[src/rtl/prod_accum_if.sv]
// Handshake bundle between the product stream source / result consumer and prod_accum.
// master drives jobs and products and consumes results; slave is the accumulator.
interface prod_accum_if #(
  parameter int ACC_W = 24,
  parameter int LEN_W = 8
);
  logic             start;
  logic [LEN_W-1:0] len;
  logic             in_valid;
  logic             in_ready;
  logic [15:0]      prod;
  logic             out_valid;
  logic             out_ready;
  logic [ACC_W-1:0] acc_out;
  logic             ovf;
  logic             busy;

  modport master (
    output start, len, in_valid, prod, out_ready,
    input  in_ready, out_valid, acc_out, ovf, busy
  );

  modport slave (
    input  start, len, in_valid, prod, out_ready,
    output in_ready, out_valid, acc_out, ovf, busy
  );
endinterface

[src/rtl/prod_accum.sv]
// Saturating accumulator for the 16-bit approximate-multiplier product stream.
// One job at a time: IDLE takes a length, ACC sums that many products, DONE holds the result.
module prod_accum #(
  parameter int ACC_W = 24,
  parameter int LEN_W = 8
) (
  input  logic         clk,
  input  logic         rst_n,
  prod_accum_if.slave  bus
);

  typedef enum logic [1:0] {IDLE, ACC, DONE} state_t;

  state_t           state, state_nxt;
  logic [ACC_W-1:0] acc, acc_nxt;
  logic [LEN_W-1:0] remaining, remaining_nxt;
  logic             ovf_q, ovf_nxt;
  logic             in_ready_q, out_valid_q, busy_q;
  logic             hs;
  logic [ACC_W:0]   sum;

  // in_ready_q is only ever high in ACC, so a handshake implies state == ACC
  assign hs  = bus.in_valid & in_ready_q;
  assign sum = {1'b0, acc} + {{(ACC_W - 15){1'b0}}, bus.prod};

  always_comb begin
    state_nxt     = state;
    acc_nxt       = acc;
    remaining_nxt = remaining;
    ovf_nxt       = ovf_q;
    case (state)
      IDLE: begin
        if (bus.start) begin
          acc_nxt = '0;
          ovf_nxt = 1'b0;
          if (bus.len != '0) begin
            remaining_nxt = bus.len;
            state_nxt     = ACC;
          end else begin
            state_nxt = DONE;
          end
        end
      end
      ACC: begin
        if (hs) begin
          if (sum[ACC_W]) begin
            acc_nxt = '1;
            ovf_nxt = 1'b1;
          end else begin
            acc_nxt = sum[ACC_W-1:0];
          end
          remaining_nxt = remaining - LEN_W'(1);
          if (remaining == LEN_W'(1)) state_nxt = DONE;
        end
      end
      DONE: begin
        if (bus.out_ready) state_nxt = IDLE;
      end
      default: state_nxt = IDLE;
    endcase
  end

  // Handshake flags are registered from the next state so they line up with it
  always_ff @(posedge clk or negedge rst_n) begin
    if (!rst_n) begin
      state       <= IDLE;
      acc         <= '0;
      remaining   <= '0;
      ovf_q       <= 1'b0;
      in_ready_q  <= 1'b0;
      out_valid_q <= 1'b0;
      busy_q      <= 1'b0;
    end else begin
      state       <= state_nxt;
      acc         <= acc_nxt;
      remaining   <= remaining_nxt;
      ovf_q       <= ovf_nxt;
      in_ready_q  <= (state_nxt == ACC);
      out_valid_q <= (state_nxt == DONE);
      busy_q      <= (state_nxt != IDLE);
    end
  end

  assign bus.in_ready  = in_ready_q;
  assign bus.out_valid = out_valid_q;
  assign bus.acc_out   = acc;
  assign bus.ovf       = ovf_q;
  assign bus.busy      = busy_q;

endmodule

[src/flat_wrapper.sv]
// flat-port wrapper written by rule: the top's interface ports become plain ports
module prod_accum_flat 
#(
  parameter int ACC_W = 24,
  parameter int LEN_W = 8
)
  (clk, rst_n, bus_start, bus_len, bus_in_valid, bus_prod, bus_out_ready, bus_in_ready, bus_out_valid, bus_acc_out, bus_ovf, bus_busy);
  prod_accum_if #(.ACC_W(ACC_W), .LEN_W(LEN_W)) bus_i ();
  input  logic clk;
  input  logic rst_n;
  input wire logic [$bits(bus_i.start)-1:0] bus_start;
  input wire logic [$bits(bus_i.len)-1:0] bus_len;
  input wire logic [$bits(bus_i.in_valid)-1:0] bus_in_valid;
  input wire logic [$bits(bus_i.prod)-1:0] bus_prod;
  input wire logic [$bits(bus_i.out_ready)-1:0] bus_out_ready;
  output wire logic [$bits(bus_i.in_ready)-1:0] bus_in_ready;
  output wire logic [$bits(bus_i.out_valid)-1:0] bus_out_valid;
  output wire logic [$bits(bus_i.acc_out)-1:0] bus_acc_out;
  output wire logic [$bits(bus_i.ovf)-1:0] bus_ovf;
  output wire logic [$bits(bus_i.busy)-1:0] bus_busy;
  assign bus_i.start = bus_start;
  assign bus_i.len = bus_len;
  assign bus_i.in_valid = bus_in_valid;
  assign bus_i.prod = bus_prod;
  assign bus_i.out_ready = bus_out_ready;
  assign bus_in_ready = bus_i.in_ready;
  assign bus_out_valid = bus_i.out_valid;
  assign bus_acc_out = bus_i.acc_out;
  assign bus_ovf = bus_i.ovf;
  assign bus_busy = bus_i.busy;
  prod_accum #(.ACC_W(ACC_W), .LEN_W(LEN_W)) u_core (.clk(clk), .rst_n(rst_n), .bus(bus_i));
endmodule
[config.mk]
export PLATFORM = sky130hd
export DESIGN_NAME = prod_accum_flat
export DESIGN_NICKNAME = d
export VERILOG_FILES = /design/src/rtl/prod_accum_if.sv /design/src/rtl/prod_accum.sv /design/src/flat_wrapper.sv
export SDC_FILE = /design/constraint.sdc
export NUM_CORES = 1
export LEC_CHECK = 0
export CORE_MARGIN = 1.5
export CORE_UTILIZATION = 46
export DETAILED_ROUTE_END_ITERATION = 6
export GPL_ROUTABILITY_DRIVEN = 0
export GPL_TIMING_DRIVEN = 0
export PLACE_DENSITY_LB_ADDON = 0.15
export SYNTH_ARGS = -nofsm -noshare
export SYNTH_HDL_FRONTEND = slang
export SYNTH_SLANG_ARGS = --single-unit
[constraint.sdc]
create_clock -name clk -period 2.5 [get_ports clk]
set_clock_uncertainty 0.1 [all_clocks]
set_input_delay 0.5 -clock clk [delete_from_list [all_inputs] [get_ports clk]]
set_output_delay 0.5 -clock clk [all_outputs]
set_load 0.005 [all_outputs]
==> results.sh, run 1 <==
export IMPL_crit_path_end="u_core.bus.acc_out[22]"
export IMPL_grt_overflow=0
export IMPL_nNetsFinal=409
export IMPL_r2r_slack_ns=-0.15
export IMPL_post_route_drc_count=0
export IMPL_cp_arrival_ns=2.73
export IMPL_diodes=0
export IMPL_dp_hpwl_um=4840
export IMPL_cts_buffer_depth=2
export IMPL_period_needed_ns=2.67
export IMPL_r2r_end="u_core.bus.acc_out[22]"
export IMPL_ys_ff_latch=38
export IMPL_rsz0062_at_grt="true"
export IMPL_seq_area_frac_synth_pct=35.5
export IMPL_reg2reg_depth=10
export IMPL_finalPower_uw=4690
export IMPL_grt_total_usage_pct=23.2
export IMPL_row_count=27
export IMPL_synth_net_count=339
export IMPL_ys_flop_type="dfrtp_1"
export IMPL_htreeDepth=2
export IMPL_ys_warn_count=0
export IMPL_violations="negative setup slack"
export IMPL_clock_latency_ns=0.29
export IMPL_start_util_pct=48.0
export IMPL_grt_max_degree=39
export IMPL_antenna_found_initial=0
export IMPL_first_pass_iters=5
export IMPL_ant_nets=0
export IMPL_critical_path_startpoint="bus_prod[7]"
export IMPL_portBuffers=56
export IMPL_core_area_um2=5570
export IMPL_wl_per_cell_um=16.9
export IMPL_hold_violations=0
export IMPL_multiInputGateArea_um2=1970
export IMPL_area_growth_pct=44.4
export IMPL_slew_viol_final=0
export IMPL_required_ns=2.57
export IMPL_ys_types=55
export IMPL_status="finished, violations left"
export IMPL_cts_root_buffer="clkbuf_8"
export IMPL_synth_most_common_cell="dfrtp_1"
export IMPL_placed_cells=419
export IMPL_seq_area_um2=951
export IMPL_clock_fmax_mhz=375
export IMPL_cp_max_fo=6
export IMPL_cp_end_kind="register"
export IMPL_criticalPathCategory="in2reg"
export IMPL_synth_commonest_cells="dfrtp_1, a21oi_1, nor2_1"
export IMPL_synthArstFlopShare_pct=100
export IMPL_cts_tree="yes"
export IMPL_setup_viol=22
export IMPL_synth_edf_count=0
export IMPL_cts_hold_buf=0
export IMPL_slew_headroom_pct=40.9
export IMPL_synthCells=291
export IMPL_ir_drop_v=0.000665
export IMPL_maxCapViolCount=0
export IMPL_synth_top_area_cell="dfrtp_1"
export IMPL_drt_total_wl_um=7320
export IMPL_syn_mean_instance_area_um2=9.20
export IMPL_rr_startpoint="u_core.bus.acc_out[0]"
export IMPL_drt_iter0_markers=155
export IMPL_stdcell_count=434
export IMPL_cts_sinks=38
export IMPL_finalCritPeriodShare_pct=107
export IMPL_grt_pass1_vias=2439
export IMPL_worstSetupStartpointType="input pin"
export IMPL_worst_slew_pin_slew_ns=0.886
export IMPL_numCtsBuffers=5
export IMPL_syn_area_um2=2680
export IMPL_fillCellCount=455
export IMPL_die_x_um=79.3
export IMPL_drt_vias_per_instance=6.14
export IMPL_setup_ws_ns=-0.168
export IMPL_leakage_uw=0.00152
export IMPL_drive_gt1_share_pct=20.4
export IMPL_yosysTopAreaCellShare_pct=35.5
export IMPL_vias=2664
export IMPL_io_pins=57
export IMPL_min_path_type="in2async"
export IMPL_grt_pass1_wl_um=11500
export IMPL_synth_top_cells_by_area="dfrtp_1, ha_1, a221o_1"
export IMPL_clkTransAtPathRegs_ns=0.08
export IMPL_die_h_um=79.3
export IMPL_die_area_um2=6290
export IMPL_p_per_area_nw_per_um2=1210
## flip-flops by register name, indices dropped and copies added, names as in the netlist
| signal | flops |
|---|---|
| u_core.remaining | 8 |
| u_core.bus.busy | 1 |
| u_core.bus.out_valid | 1 |
| u_core.bus.in_ready | 1 |
| u_core.state | 2 |
| u_core.bus.acc_out | 24 |
| u_core.bus.ovf | 1 |
## placed cells by master (no fill, tap or decap), types with 3 or more instances in the layout
cell             count
o21ai_1              3
a21oi_2              6
nand3_1              7
nor3_1               9
and3_1               3
inv_1                3
a31oi_4              3
ha_1                 4
ha_4                11
a21oi_1             19
nand2_1             20
ha_2                 3
o211ai_1             6
a21o_1               6
dlymetal6s2s_1       3
o21ai_0             22
nor2_1              23
clkdlybuf4s50_1     50
clkbuf_1             6
clkbuf_8             6
a221o_1             18
buf_6                4
buf_4                9
o21a_1               3
a21oi_4              3
nand4_1              3
dfrtp_1             38
xor2_1               6
xnor2_1              8
## worst min-delay path by stage
stage                        startpoint                endpoint  depth (start not counted)
floorplan                         rst_n   u_core.bus.acc_out[0]                          0
global placement    u_core.remaining[4]     u_core.remaining[4]                          2
detailed placement  u_core.remaining[4]     u_core.remaining[4]                          2
CTS                               rst_n  u_core.bus.acc_out[23]                          1
global route                      rst_n   u_core.bus.acc_out[9]                          1
finish                            rst_n  u_core.bus.acc_out[12]                          1
## where the power goes
group | internal (uW) | switching (uW)
Clock | 222 | 235
Combinational | 1580 | 1500
Sequential | 858 | 290
## cells by family after synthesis
logic type,synth area share [%]
DFF,35.5
and+or+nand+nor,15.9
xor gates and xnor gates,4.58
AOI/OAI and AO/OA,30.5
muxes,0.374
buffers and inverters,3.92
adders and majority gates,9.16
## stage by stage
step	utilization (%)	cell area, um2	hold WS [ns]	setup TNS (ns)	setup slack [ns]
global placement	60.2	3350	0.402	-24.78	-0.775
floorplan	-	2700	0.104	-0.369	-0.0361
detailed placement	60.1	3350	0.414	-20.20	-0.817
CTS	65.0	3620	0.252	-3.55	-0.260
global route	69.4	3870	0.291	-3.51	-0.237
finish	69.4	3870	0.207	-1.84	-0.168
## worst max-delay path, stage by stage
cell,delay (ns)
clkdlybuf4s50_1,0.47
ha_2,0.32
a21oi_4,0.19
o211ai_1,0.18
a211oi_4,0.30
o21bai_4,0.09
and3_4,0.21
buf_8,0.14
a211oi_4,0.21
a31oi_2,0.13
## what timing repair did
action                                  CTS  global route
endpoints found under the setup margin   33            33
resized for setup                        23            41
pin swaps                                13            16
setup buffers                             5             4
cloned                                    1             0
## metal layers
layer	vias up	wire length, um	track usage (%)
met2	91	3560	37.2
met1	1303	3260	32.2
met3	8	420	4.83
li1	1262	-	-
met4	0	80	4.91
met5	-	0	0
## final cells by class
cell class,instances,area share (%)
Clock inverter,2,0.324
Tap cell,72,2.33
Buffer,12,2.14
Clock buffer,6,2.14
Inverter,4,0.388
Sequential cell,38,24.6
Multi-Input combinational cell,234,51.0
Timing Repair Buffer,66,17.1
No activity file was read; power rests on OpenSTA's default activity.
==> inputs of run 2 (changes only) <==
- CAP_MARGIN: default -> 20
- CORE_UTILIZATION: 46 -> 55
- DONT_BUFFER_PORTS: default -> 1
==> results.sh, run 2 (same netlist as run 1, synthesis figures left out) <==
export IMPL_status="finished, violations left"
export IMPL_violations="negative setup slack"
export IMPL_core_area_um2=4690
export IMPL_largest_reg_flops=24
export IMPL_clock_fmax_mhz=377
export IMPL_leakage_uw=0.00125
export IMPL_cts_buffer_depth=2
export IMPL_setup_viol=22
export IMPL_path_cells="ha_4, fa_2, a211oi_2, o211ai_1, a211oi_2, o21bai_2, and3_4, buf_6, a211oi_4, a31oi_1"
export IMPL_worstSetupStartpointType="register"
export IMPL_cts_tree="yes"
export IMPL_clock_latency_ns=0.29
export IMPL_drt_iter0_markers=152
export IMPL_finalCritPeriodShare_pct=106
export IMPL_dp_hpwl_um=4560
export IMPL_nNetsFinal=352
export IMPL_die_x_um=72.8
export IMPL_wl_per_cell_um=18.2
export IMPL_start_util_pct=57.1
export IMPL_fillCellCount=393
export IMPL_rr_startpoint="u_core.bus.acc_out[0]"
export IMPL_grt_pass1_wl_um=10400
export IMPL_ant_nets=0
export IMPL_required_ns=2.57
export IMPL_clkTransAtPathRegs_ns=0.08
export IMPL_die_area_um2=5300
export IMPL_worst_slew_pin_slew_ns=0.926
export IMPL_critical_path_startpoint="u_core.bus.acc_out[0]"
export IMPL_critPathMaxStageDelay_ns=0.43
export IMPL_antenna_found_initial=0
export IMPL_drive_gt1_share_pct=15.4
export IMPL_setup_ws_ns=-0.153
export IMPL_io_pins=57
export IMPL_area_growth_pct=12.1
export IMPL_grt_pass1_vias=2232
export IMPL_min_path_type="in2reg"
export IMPL_ir_drop_v=0.000668
export IMPL_post_route_drc_count=0
export IMPL_multiInputGateArea_um2=1720
export IMPL_grt_total_usage_pct=25.1
export IMPL_r2r_slack_ns=-0.15
export IMPL_drt_vias_per_instance=6.57
export IMPL_slowest_stage="dfrtp_1"
export IMPL_rsz0062_at_grt="true"
export IMPL_cp_arrival_ns=2.72
export IMPL_row_count=25
export IMPL_hold_start="bus_len[0]"
export IMPL_htreeDepth=2
export IMPL_vias=2360
export IMPL_die_h_um=72.8
export IMPL_dp_slack_ns=-0.293
export IMPL_final_common_cell="dfrtp_1"
export IMPL_cp_end_kind="register"
export IMPL_portBuffers=0
export IMPL_hold_ws_ns=0.242
export IMPL_p_per_area_nw_per_um2=1290
export IMPL_diodes=0
export IMPL_criticalPathCategory="reg2reg"
export IMPL_period_needed_ns=2.65
export IMPL_grt_overflow=0
export IMPL_numCtsBuffers=5
export IMPL_slew_headroom_pct=37.8
export IMPL_cts_sinks=38
export IMPL_drt_total_wl_um=6540
export IMPL_grt_max_degree=39
export IMPL_cp_max_fo=10
export IMPL_mostFrequentLayoutCells="dfrtp_1, a21oi_1, nor2_1"
export IMPL_first_pass_iters=4
export IMPL_cts_root_buffer="clkbuf_8"
export IMPL_slew_viol_final=0
export IMPL_seq_area_um2=951
export IMPL_crit_top_cell="a211oi_2"
export IMPL_hold_violations=0
export IMPL_maxCapViolCount=0
-- run 2: cell count changes in the layout (fill, tap and decap cells not counted), moves of 4 or more --
cell	change
buf_4	-4
ha_1	+13
a21oi_1	+5
ha_4	-10
clkdlybuf4s50_1	-50
-- run 2: path summary, 6_finish.rpt --
path,end,depth (start not counted)
min,u_core.remaining[0],2
max,u_core.bus.acc_out[22],10
min in group asynchronous,u_core.bus.acc_out[11],2
max in group asynchronous,u_core.bus.acc_out[1],2
max reg2reg,u_core.bus.acc_out[22],10
min reg2reg,u_core.remaining[4],2
-- run 2: worst max-delay path, delay by kind of cell, from the launching register on --
family,cells,cell delay (ns)
AO/OA/AOI/OAI,6,1.13
buffers and inverters,1,0.14
adder cells (fa/ha/maj),2,0.53
flip-flops,1,0.43
AND/OR/NAND/NOR,1,0.19
-- run 2: power breakdown --
| group | leakage [uW] | switching (uW) | internal, uW |
|---|---|---|---|
| combinational | 0.000736 | 1260 | 1020 |
| sequential | 0.000470 | 280 | 859 |
| clock | 0.0000472 | 229 | 222 |
-- run 2: timing repair --
item | in CTS | in global routing
gates cloned | 0 | 0
setup buffers | 4 | 1
pin swaps | 8 | 4
hold buffers | 2 | 0
gates resized for setup | 3 | 13
endpoints found under the hold margin | 38 | 0
endpoints found under the setup margin | 23 | 25
-- run 2: metrics by stage --
step | total power [uW] | TNS [ns] | util (%) | instances | area [um2]
finish | 3870 | -1.79 | 64.0 | 359 | 3000
global route | 4200 | -3.69 | 64.0 | 359 | 3000
CTS | 3740 | -2.65 | 62.7 | 359 | 2940
detailed placement | 3180 | -4.87 | 59.0 | 345 | 2770
global placement | 3140 | -4.10 | 59.0 | 345 | 2770
floorplan | 2770 | -0.369 | - | 291 | 2700
-- run 2: final cells by class --
| class | count | area share (%) |
|---|---|---|
| multi-input combinational | 234 | 57.2 |
| sequential | 38 | 31.7 |
| buffer | 14 | 2.88 |
| clock buffer | 6 | 2.75 |
| timing repair buffer | 7 | 2.37 |
| tap | 54 | 2.25 |
| inverter | 4 | 0.500 |
| clock inverter | 2 | 0.417 |
-- run 2: layer usage --
metal | vias to the layer above | GRT usage [%] | part of all wire [%]
li1 | 1138 | - | -
met1 | 1132 | 34.7 | 46
met2 | 82 | 38.7 | 47
met3 | 8 | 7.18 | 5.9
met4 | 0 | 6.71 | 1.0
met5 | - | 0 | 0
==> inputs of run 3 (changes only) <==
- CORE_UTILIZATION: 55 -> 35
==> results.sh, run 3 (same netlist as run 1, synthesis figures left out) <==
export IMPL_grt_total_usage_pct=18.3
export IMPL_placed_cells=390
export IMPL_die_h_um=90.5
export IMPL_io_pins=57
export IMPL_setup_ws_ns=-0.193
export IMPL_cts_sinks=38
export IMPL_rr_startpoint="u_core.bus.acc_out[0]"
export IMPL_min_path_cells=2
export IMPL_min_path_type="in2reg"
export IMPL_wl_per_cell_um=17.6
export IMPL_clock_latency_ns=0.30
export IMPL_final_common_cell="dfrtp_1"
export IMPL_fillCellCount=726
export IMPL_slew_headroom_pct=40.0
export IMPL_post_route_drc_count=0
export IMPL_die_area_um2=8180
export IMPL_htreeDepth=2
export IMPL_worst_slew_pin_slew_ns=0.893
export IMPL_cp_max_fo=10
export IMPL_drive_gt1_share_pct=13.7
export IMPL_mostFrequentLayoutCells="dfrtp_1, nor2_1, a21oi_1"
export IMPL_nNetsFinal=354
export IMPL_p_per_area_nw_per_um2=1280
export IMPL_antenna_found_initial=0
export IMPL_finalCritPeriodShare_pct=108
export IMPL_dp_slack_ns=-0.358
export IMPL_rsz0062_at_grt="true"
export IMPL_vias=2330
export IMPL_slew_viol_final=0
export IMPL_required_ns=2.57
export IMPL_r2r_slack_ns=-0.19
export IMPL_die_x_um=90.5
export IMPL_cts_buffer_depth=2
export IMPL_criticalPathCategory="reg2reg"
export IMPL_hold_ws_ns=0.234
export IMPL_status="finished, violations left"
export IMPL_setup_viol=22
export IMPL_r2r_end="u_core.bus.acc_out[22]"
export IMPL_diodes=0
export IMPL_cts_tree="yes"
export IMPL_cp_end_kind="register"
export IMPL_core_area_um2=7330
export IMPL_row_count=31
export IMPL_placed_area_um2=2830
export IMPL_grt_max_degree=39
export IMPL_start_util_pct=36.5
export IMPL_leakage_uw=0.00126
export IMPL_stdcell_count=406
export IMPL_reg2reg_depth=10
export IMPL_dp_hpwl_um=5130
export IMPL_drt_iter0_markers=128
export IMPL_final_util_pct=41.7
export IMPL_ir_drop_v=0.000346
export IMPL_grt_overflow=0
export IMPL_worstSetupStartpointType="register"
export IMPL_fin_area_um2=3060
export IMPL_period_needed_ns=2.69
export IMPL_clkTransAtPathRegs_ns=0.08
export IMPL_largest_reg_flops=24
export IMPL_hold_violations=0
export IMPL_violations="negative setup slack"
export IMPL_portBuffers=0
export IMPL_clock_fmax_mhz=371
export IMPL_numCtsBuffers=5
export IMPL_drt_vias_per_instance=5.74
export IMPL_drt_total_wl_um=7150
export IMPL_ant_nets=0
export IMPL_hold_start="bus_len[0]"
export IMPL_grt_pass1_wl_um=11900
export IMPL_hold_path_end="u_core.remaining[0]"
export IMPL_area_growth_pct=14.2
export IMPL_first_pass_iters=4
export IMPL_maxCapViolCount=0
export IMPL_cts_root_buffer="clkbuf_8"
export IMPL_cp_arrival_ns=2.76
export IMPL_grt_pass1_vias=2278
run 3: area by class of cell:
type,instances,area (um2),area share [%]
plain buffers,15,90.1,2.95
clock buffers,7,76.3,2.50
clock inverters,1,30.0,0.982
inverters,4,15.0,0.491
multi-input cells,234,1700,55.5
flip-flops and latches,38,951,31.1
well taps,99,124,4.05
repair buffers,8,75.1,2.45
run 3: how the worst max path moves through the flow:
stage | from | to | slack [ns] | cells past startpoint
finish | u_core.bus.acc_out[0] | u_core.bus.acc_out[22] | -0.19 | 10
detailed placement | bus_prod[0] | u_core.bus.acc_out[22] | -0.36 | 10
CTS | u_core.bus.acc_out[0] | u_core.bus.acc_out[22] | -0.26 | 10
floorplan | bus_prod[0] | u_core.bus.acc_out[22] | -0.04 | 10
global route | u_core.bus.acc_out[0] | u_core.bus.acc_out[22] | -0.32 | 10
global placement | bus_prod[0] | u_core.bus.acc_out[22] | -0.35 | 10
run 3: layer usage:
| metal | global-route usage, % | part of all wire, % |
|---|---|---|
| met4 | 4.76 | 1.1 |
| met1 | 24.6 | 46 |
| met2 | 28.6 | 46 |
| met5 | 0 | 0 |
| met3 | 5.05 | 6.6 |
run 3: worst max-delay path, stage by stage (launching register included):
cell,delay [ns]
dfrtp_1,0.44
ha_4,0.19
fa_2,0.36
a211oi_2,0.24
o211ai_1,0.17
a211oi_2,0.29
o21bai_2,0.12
and3_4,0.19
buf_6,0.14
a211oi_4,0.19
a31oi_1,0.13
run 3: power breakdown:
part / internal (uW) / switching (uW)
registers: 858 / 285
clock network: 299 / 244
logic: 1000 / 1240
total: 2160 / 1760
run 3: repair_timing:
action | CTS | global route
buffers inserted | 5 | 2
pin swaps | 8 | 4
resized for setup | 7 | 5
endpoints found under the hold margin | 38 | 0
setup endpoints to repair | 24 | 25
cloned | 0 | 0
hold buffers | 2 | 0
run 3: through the flow:
stage	setup TNS (ns)	power, uW
after floorplan	-0.369	2770
after global placement	-5.77	3210
after detailed placement	-5.67	3220
after CTS	-4.06	3910
after global routing	-5.34	4290
final	-2.51	3920
